File: config.mk
export PLATFORM = sky130hd
export DESIGN_NAME = alu_psubsb_seq
export DESIGN_NICKNAME = d
export VERILOG_FILES = /design/src/rtl/alu_pkg.sv /design/src/rtl/alu_psubsb_seq_nibble.sv /design/src/rtl/alu_psubsb_seq.sv
export SDC_FILE = /design/constraint.sdc
export NUM_CORES = 1
export LEC_CHECK = 0
export ABC_AREA = 1
export CAP_MARGIN = 10
export CORE_MARGIN = 2
export CORE_UTILIZATION = 30
export DETAILED_ROUTE_END_ITERATION = 8
export GPL_TIMING_DRIVEN = 0
export PLACE_DENSITY = 0.65
export REMOVE_ABC_BUFFERS = 1
export SLEW_MARGIN = 20
export SYNTH_ARGS = -nofsm -noshare
export SYNTH_HDL_FRONTEND = slang
export SYNTH_SLANG_ARGS = --single-unit
File: constraint.sdc
create_clock -name clk -period 4.4 [get_ports clk]
set_clock_uncertainty 0.1 [all_clocks]
set_input_delay 0.66 -clock clk [delete_from_list [all_inputs] [get_ports clk]]
set_output_delay 0.66 -clock clk [all_outputs]
set_load 0.005 [all_outputs]
File: src/rtl/alu_pkg.sv
// Shared ALU package: nibble lane geometry, saturation bounds and the
// sequencer state encoding used by the nibble-serial lane units.
package alu_pkg;

  localparam int NIBBLE_W = 4;
  localparam int LANES    = 4;

  localparam logic [NIBBLE_W-1:0] SAT_MAX = 4'h7;
  localparam logic [NIBBLE_W-1:0] SAT_MIN = 4'h8;

  typedef enum logic [1:0] {
    IDLE = 2'd0,
    RUN  = 2'd1,
    DONE = 2'd2
  } state_t;

endpackage

File: src/rtl/alu_psubsb_seq_nibble.sv
// psubsb_nibble: combinational 4-bit signed saturating subtract (a - b).
// Both nibbles are sign-extended to 5 bits so the raw difference never wraps.
module psubsb_nibble
  import alu_pkg::*;
(
  input  logic signed [NIBBLE_W-1:0] a,
  input  logic signed [NIBBLE_W-1:0] b,
  output logic        [NIBBLE_W-1:0] y,
  output logic                       sat
);

  logic signed [NIBBLE_W:0] diff;
  logic        [NIBBLE_W:0] sat_y;

  // Clamp a 5-bit signed difference into the 4-bit signed range; MSB is the saturation flag.
  function automatic logic [NIBBLE_W:0] saturate(input logic signed [NIBBLE_W:0] d);
    if (d > $signed(5'sd7))
      return {1'b1, SAT_MAX};
    else if (d < $signed(-5'sd8))
      return {1'b1, SAT_MIN};
    else
      return {1'b0, d[NIBBLE_W-1:0]};
  endfunction

  // Sign-extend, subtract, saturate.
  always_comb begin
    diff  = $signed({a[NIBBLE_W-1], a}) - $signed({b[NIBBLE_W-1], b});
    sat_y = saturate(diff);
    y     = sat_y[NIBBLE_W-1:0];
    sat   = sat_y[NIBBLE_W];
  end

endmodule

File: src/rtl/alu_psubsb_seq.sv
// alu_psubsb_seq: nibble-serial saturating parallel subtractor.
// Four independent signed nibble differences are produced one lane per cycle
// through a single shared psubsb_nibble, behind a start/done handshake.
// Optional flag outputs (ovfl/zero/sign) are built only when the macro
// ALU_PSUBSB_FLAGS_EN is defined; otherwise they are tied low.
module alu_psubsb_seq
  import alu_pkg::NIBBLE_W;
  import alu_pkg::state_t;
  import alu_pkg::IDLE;
  import alu_pkg::RUN;
  import alu_pkg::DONE;
#(
  parameter int LANES = 4
) (
  input  logic                      clk,
  input  logic                      rst,
  input  logic                      start,
  input  logic [NIBBLE_W*LANES-1:0] a,
  input  logic [NIBBLE_W*LANES-1:0] b,
  output logic                      busy,
  output logic                      done,
  output logic [NIBBLE_W*LANES-1:0] result,
  output logic                      ovfl,
  output logic                      zero,
  output logic                      sign
);

  localparam int W = NIBBLE_W * LANES;

  state_t                     state;
  logic [1:0]                 idx;
  logic [W-1:0]               opa_p0;
  logic [W-1:0]               opb_p0;
  logic [W-1:0]               result_nxt;
  logic signed [NIBBLE_W-1:0] lane_a;
  logic signed [NIBBLE_W-1:0] lane_b;
  logic [NIBBLE_W-1:0]        lane_y;
  logic                       lane_sat;

  // Select the current lane of the captured operands.
  always_comb begin
    lane_a = $signed(opa_p0[idx*NIBBLE_W +: NIBBLE_W]);
    lane_b = $signed(opb_p0[idx*NIBBLE_W +: NIBBLE_W]);
  end

  psubsb_nibble u_lane (
    .a   (lane_a),
    .b   (lane_b),
    .y   (lane_y),
    .sat (lane_sat)
  );

  // Result with the current lane replaced by this cycle's saturated difference.
  always_comb begin
    result_nxt = result;
    result_nxt[idx*NIBBLE_W +: NIBBLE_W] = lane_y;
  end

  // Sequencer: capture operands in IDLE, walk lanes 0..3 in RUN, pulse DONE.
  always_ff @(posedge clk) begin
    if (rst) begin
      state  <= IDLE;
      idx    <= 2'd0;
      result <= '0;
    end else begin
      case (state)
        IDLE: begin
          if (start) begin
            opa_p0 <= a;
            opb_p0 <= b;
            result <= '0;
            idx    <= 2'd0;
            state  <= RUN;
          end
        end
        RUN: begin
          result <= result_nxt;
          idx    <= idx + 2'd1;
          if (idx == 2'd3)
            state <= DONE;
        end
        DONE:    state <= IDLE;
        default: state <= IDLE;
      endcase
    end
  end

  assign busy = (state == RUN);
  assign done = (state == DONE);

`ifdef ALU_PSUBSB_FLAGS_EN
  logic acc;

  // Accumulate lane saturation and register the flags as the last lane lands.
  always_ff @(posedge clk) begin
    if (rst) begin
      acc  <= 1'b0;
      ovfl <= 1'b0;
      zero <= 1'b0;
      sign <= 1'b0;
    end else if (state == IDLE && start) begin
      acc <= 1'b0;
    end else if (state == RUN) begin
      acc <= acc | lane_sat;
      if (idx == 2'd3) begin
        ovfl <= acc | lane_sat;
        zero <= (result_nxt == '0);
        sign <= result_nxt[W-1];
      end
    end
  end
`else
  logic unused_lane_sat;
  assign unused_lane_sat = lane_sat;
  assign ovfl = 1'b0;
  assign zero = 1'b0;
  assign sign = 1'b0;
`endif

endmodule

==> results of run 1 <==
routing by layer:
layer | vias up | share of wire
met5 | - | 0
met4 | 0 | 0.0093
met3 | 5 | 0.054
met2 | 51 | 0.47
met1 | 773 | 0.47
li1 | 879 | -
synthesized netlist by cell type (all sizes together):
| master | count | area share |
|---|---|---|
| buf | 8 | 0.020 |
| fa | 1 | 0.0084 |
| nand2 | 58 | 0.10 |
| xnor2 | 1 | 0.0037 |
| nand3 | 10 | 0.033 |
| o22ai | 3 | 0.0079 |
| o21ai | 6 | 0.013 |
| a21oi | 29 | 0.072 |
| clkbuf | 3 | 0.0047 |
| or2 | 1 | 0.0026 |
| a32o | 3 | 0.013 |
| a32oi | 2 | 0.0074 |
| inv | 16 | 0.025 |
| ha | 9 | 0.047 |
| nor3 | 1 | 0.0068 |
| dfxtp | 20 | 0.17 |
| nand4 | 6 | 0.016 |
| edfxtp | 32 | 0.40 |
| nor2 | 17 | 0.042 |
| conb | 1 | 0.0016 |
| nor4 | 1 | 0.0026 |
metrics by stage:
step	cells	util	hold WS (ps)	setup WS [ps]	total power (uW)
after floorplan	219	-	354	1680	693
final	382	0.403	368	987	1060
after global routing	382	0.403	379	627	1120
after global placement	373	0.386	351	291	772
after detailed placement	374	0.390	355	934	780
after CTS	382	0.403	369	931	1080
cell families (layout without fill, tap and decap cells):
kind of cell | count (synthesis) | count (layout) | synth area share
and+or+nand+nor | 94 | 94 | 0.205
DFF | 52 | 52 | 0.571
AOI/OAI and AO/OA | 43 | 43 | 0.112
buffers and inverters | 27 | 77 | 0.0499
adders and majority gates | 10 | 10 | 0.0557
other | 1 | 3 | 0.00157
xor gates and xnor gates | 1 | 1 | 0.00368
flip-flops by register name (all words and copies together) (netlist names):
signal	cells
result	16
state	2
opa_p0	16
idx	2
opb_p0	16
worst max-delay path, stage by stage, from the launching register on:
cell	delay (ps)
dfxtp_1	970
inv_2	390
o21ai_0	260
o22ai_1	90
ha_1	220
fa_1	410
inv_1	70
nand2_1	50
nand3_2	110
nand2_2	100
nand3_2	90
nand2_1	60
nand2_2	110
nand4_1	90
a21oi_1	180
layout make-up:
cell class	instances	area, sq um
well taps	102	128
flip-flops and latches	52	1360
clock buffers	8	101
inverters	16	60.1
fillers	785	4610
multi-input cells	151	917
repair buffers	53	548
where the power goes:
| group | internal [uW] | switching, uW |
|---|---|---|
| Clock | 147 | 147 |
| Combinational | 90.1 | 125 |
| Sequential | 537 | 11.7 |
how the worst min path moves through the flow:
stage                     cells past startpoint          to       start
after floorplan                               2  result[10]  result[10]
after global placement                        2  result[11]  result[11]
after detailed placement                      2  result[10]  result[10]
after CTS                                     2  result[10]  result[10]
after global routing                          2  result[13]  result[13]
final                                         2  result[10]  result[10]
placed cells by master, fill, tap and decap left out:
| master | count |
|---|---|
| clkbuf_8 | 5 |
| o22ai_1 | 3 |
| nand2_4 | 1 |
| a21oi_1 | 22 |
| nor2_2 | 2 |
| clkbuf_1 | 2 |
| dfxtp_1 | 20 |
| buf_16 | 1 |
| nand2_1 | 49 |
| nand3_4 | 1 |
| nor4_1 | 1 |
| fa_1 | 1 |
| nor3_4 | 1 |
| nand3_2 | 3 |
| nand4_1 | 6 |
| nand2_2 | 8 |
| inv_2 | 3 |
| nor2_8 | 1 |
| edfxtp_1 | 32 |
| a32oi_1 | 2 |
| a21oi_2 | 7 |
| or2_1 | 1 |
| nor2_4 | 3 |
| clkdlybuf4s50_1 | 52 |
| inv_1 | 13 |
| clkbuf_16 | 1 |
| a32o_1 | 3 |
| nor2_1 | 11 |
| xnor2_1 | 1 |
| o21ai_0 | 6 |
| nand3_1 | 6 |
| ha_1 | 9 |
| conb_1 | 3 |
==> results.md, run 1 <==
* WL/cell at 11.8 microns
* Hold buffer count at cts at 0
* Die outline width at about 93 microns
* RSZ-0062 raised after global routing: no
* Worst Tran Pin Value at slightly below 1000 ps
* Root buffer cell: clkbuf_8
* # port buffers at 52
* First-pass GRT wire length at 7.50 mm
* Synth cell types at 31
* Die area at 8670 sq um
* Flop-to-flop setup slack at slightly below 1000 ps
* Post_cts resized at 0
* Synthesized netlist cell count at 228
* # nets final at 324
* CTS buffer count at 5
* Top Ports at 56
* Tot GR Track Use at 0.111
* Post-Syn Area at 2380 sq um
* WS Path Type: reg2reg
* Req. time, crit path at approximately 4500 ps
* CTS tree: yes
* Final wirelength at approximately 4.5 mm
* Yosys warns at 0
* Avg Inst Size Synth at ~10 sq um
* Area grow syn2layout at 30.8%
* Initial core utilization at 0.308
* Detailed placement HPWL at 3.26 mm
* Critical Path End: result[14]
* GRT met2 Usage at 0.180
* Setup TNS at 0 ps
* Status: completed
* Vias in the first global route at 1636
* Fin area at 3120 sq um
* Pwr dens at roughly 340 nW/um^2
* Clk buf depth at 2
* Worst r2r path cells at 14
* Placement Cell Area at 3010 sq um
* Final ANT Viol Nets at 0
* Terminus of the critical flop-to-flop path: result[14]
* M3 GR Usage at 0.0306
* Clock sinks at 52
* Slew Limit Fails at 0
* Arrival @ worst endpoint at 3530 ps
* Largest net degree at the start of global routing at 28
* Via count at ~1700
* Final Hold Viols at 0
* Post-CTS Setup Repair Bufs at 0
* Seq/Total Area, Yosys at 0.571
* Hold Path Class: reg2reg
* Share of cells above drive strength 1 at 0.132
* Synth Register Bits at between 50 and 60
* Antenna violations before repair at 0
* Drt first pass iters at 4
* Core area at 7730 sq um
* Clock transition at path regs at approximately 80 ps
* Max_slew headroom at 0.344
* Crit path max fanout at 27
* Static leakage at 0.00110 uW
* Tcrit/Tclk final at 0.776
* Iter 0 DRT Violations at 71
* Die Span Y at just over 90 microns
* Via density per instance at 4.47
* Antenna cells at 0
* Max cap viols at 0
* Clk_lat worst skew at around 300 ps
* Reg-to-reg startpoint: idx[0]
* Most Used Layer, Global Route: met2
* Final setup fails at 0
* Crit end category: flop
* Startpoint types: flop
* Met1 usage at 0.145
* Tmin final at between 3000 and 4000 ps
* Setup crit start: idx[0]
* Row Count at 32
* Max rail drop VDD at between 0.15 and 0.2 mV
* GP Congestion at 0.786
* Fmax at 0.293 GHz
* Htree depth at 2
* Gr ovfl total at 0
* # DRC at 0
(Power assumes the default switching activity.)
==> inputs of run 2 (changes only) <==
- clock period: 4.4 -> 3.6 ns (I/O delays scaled with it)
==> run 2 against run 1 <==
Routed wire length about the same. Die area unchanged. Total power up 22%. Cell area about the same. Maximum frequency up 15%. Via count about the same.
==> results.md, run 2 (synthesis results as in run 1) <==
* Max cap viols at 0
* Row Count at 32
* Worst Tran Pin Value at 852 ps
* Final Hold Viols at 0
* GRT met2 Usage at 0.180
* Tcrit/Tclk final at 0.825
* Final core utilization at 0.403
* Final wirelength at 4.53 mm
* CTS buffer count at 5
* Hold Path Class: reg2reg
* Reg area at 1360 sq um
* Worst r2r path cells at 14
* Crit path max fanout at 27
* Fin area at 3120 sq um
* Antenna violations before repair at 0
* Max_slew headroom at 0.430
* Drt first pass iters at 4
* Clock transition at path regs at around 80 ps
* Share of cells above drive strength 1 at 0.136
* Met1 usage at 0.145
* M3 GR Usage at 0.0306
* Slew Limit Fails at 0
* Final setup margin at 631 ps
* First-pass GRT wire length at 7.50 mm
* Htree depth at 2
* Clock sinks at 52
* DP Worst Slack at about 130 ps
* Fmax at around 0.34 GHz
* Most Used Layer, Global Route: met2
* Die outline width at 93.1 microns
* Finished Layout Cells at 382
* Core area at 7730 sq um
* Flop-to-flop setup slack at 630 ps
* Terminus of the critical flop-to-flop path: result[14]
* Cells after DPL at 374
* Reg-to-reg startpoint: idx[0]
* Via density per instance at 4.47
* Tot GR Track Use at 0.111
* Vias in the first global route at 1636
* Crit end category: flop
* # nets final at 324
* Tmin final at 2970 ps
* Hold Crit Start: result[10]
* Clk_lat worst skew at 300 ps
* Via count at 1707
* Largest net degree at the start of global routing at 28
* RSZ-0062 raised after global routing: no
* WL/cell at approximately 12 microns
* Status: completed
* Die area at 8670 sq um
* Hold Path Depth at 2
* Setup TNS at 0 ps
* Max rail drop VDD at 0.203 mV
* Biggest regs: opa_p0 (16), opb_p0 (16), result (16)
* Antenna cells at 0
* Final ANT Viol Nets at 0
* Iter 0 DRT Violations at 70
* Req. time, crit path at 3710 ps
* Critical Path Stages at 14
* Gr ovfl total at 0
* CP max-delay cell: dfxtp_2
* CTS tree: yes
* Worst path buffer plus inverter count at 2
* Max incr delay on CP at 670 ps
* Fill count at 785
* Initial core utilization at 0.308
* Commonest non-fill, non-tap cell in the layout: clkdlybuf4s50_1
* Pwr dens at 414 nW/um^2
* # port buffers at 52
* GP Congestion at 0.786
* WS Path Type: reg2reg
* Most frequent cells in the layout: clkdlybuf4s50_1 (52), nand2_1 (49), edfxtp_1 (32)
* Startpoint types: flop
* Top delay family on crit path: flip-flops
* Top Ports at 56
* Arrival @ worst endpoint at 3080 ps
* Placement Cell Area at 3010 sq um
* Hold buffer count at cts at 0
* Chain of cells forming the critical path: inv_2, o21ai_0, o22ai_1, ha_1, fa_1, inv_1, nand2_1, nand3_2, nand2_2, nand3_2, nand2_1, nand2_2, nand4_1, a21oi_1
* Root buffer cell: clkbuf_8
* Clk buf depth at 2
* Static leakage at 0.00110 uW
* Worst hold endpoint: result[10]
* Detailed placement HPWL at 3.26 mm
* Final setup fails at 0
* Area grow syn2layout at 30.8%
* Die Span Y at 93.1 microns
* Multi-input logic area at between 900 and 1000 sq um
* # DRC at 0
==> run 2: cell counts in the layout (fill, tap and decap cells not counted) <==
No cell type changed its count.
==> run 2: layout make-up <==
cell class	count	area share
flip-flops and latches	52	0.437
well taps	102	0.0409
clock buffers	8	0.0325
repair buffers	53	0.176
multi-input cells	151	0.294
inverters	16	0.0193
==> run 2: worst max path at each step <==
stage                             to  slack [ps]  startpoint
after floorplan           result[14]         880      idx[0]
after global placement    opb_p0[12]        -390         rst
after detailed placement   result[6]         130      idx[0]
after CTS                  result[6]         130      idx[0]
after global routing      result[14]         330      idx[0]
final                     result[14]         630      idx[0]
==> run 2: what timing repair did <==
item                       4_1_cts  5_1_grt
gates resized for setup          0        1
setup endpoints to repair        0       12
setup buffers                    0        0
==> run 2: through the flow <==
step | hold WS, ps | power [uW]
2_1_floorplan | 354 | 848
3_3_place_gp | 351 | 943
3_5_place_dp | 355 | 953
4_1_cts | 369 | 1310
5_1_grt | 379 | 1370
6_report | 368 | 1290
==> run 2: metal layers <==
layer / part of all wire / routed length (microns)
met5: 0 / 0
met4: 0.0093 / 42
met3: 0.053 / 238
met2: 0.47 / 2110
met1: 0.47 / 2130
==> run 2: worst register-to-register path: cells and delay by family, from the launching register on <==
family                   cells  cell delay (ps)
adder cells (fa/ha/maj)      2              630
flip-flops                   1              670
buffers and inverters        2              380
AND/OR/NAND/NOR              7              610
AO/OA/AOI/OAI                3              490
==> run 2: power breakdown <==
group          switching, uW  internal (uW)  leakage [uW]  total, uW
Combinational            153            110      0.000589        263
Clock                    178            180     0.0000506        359
Sequential              14.3            656      0.000459        670
Total                    346            946       0.00110       1290
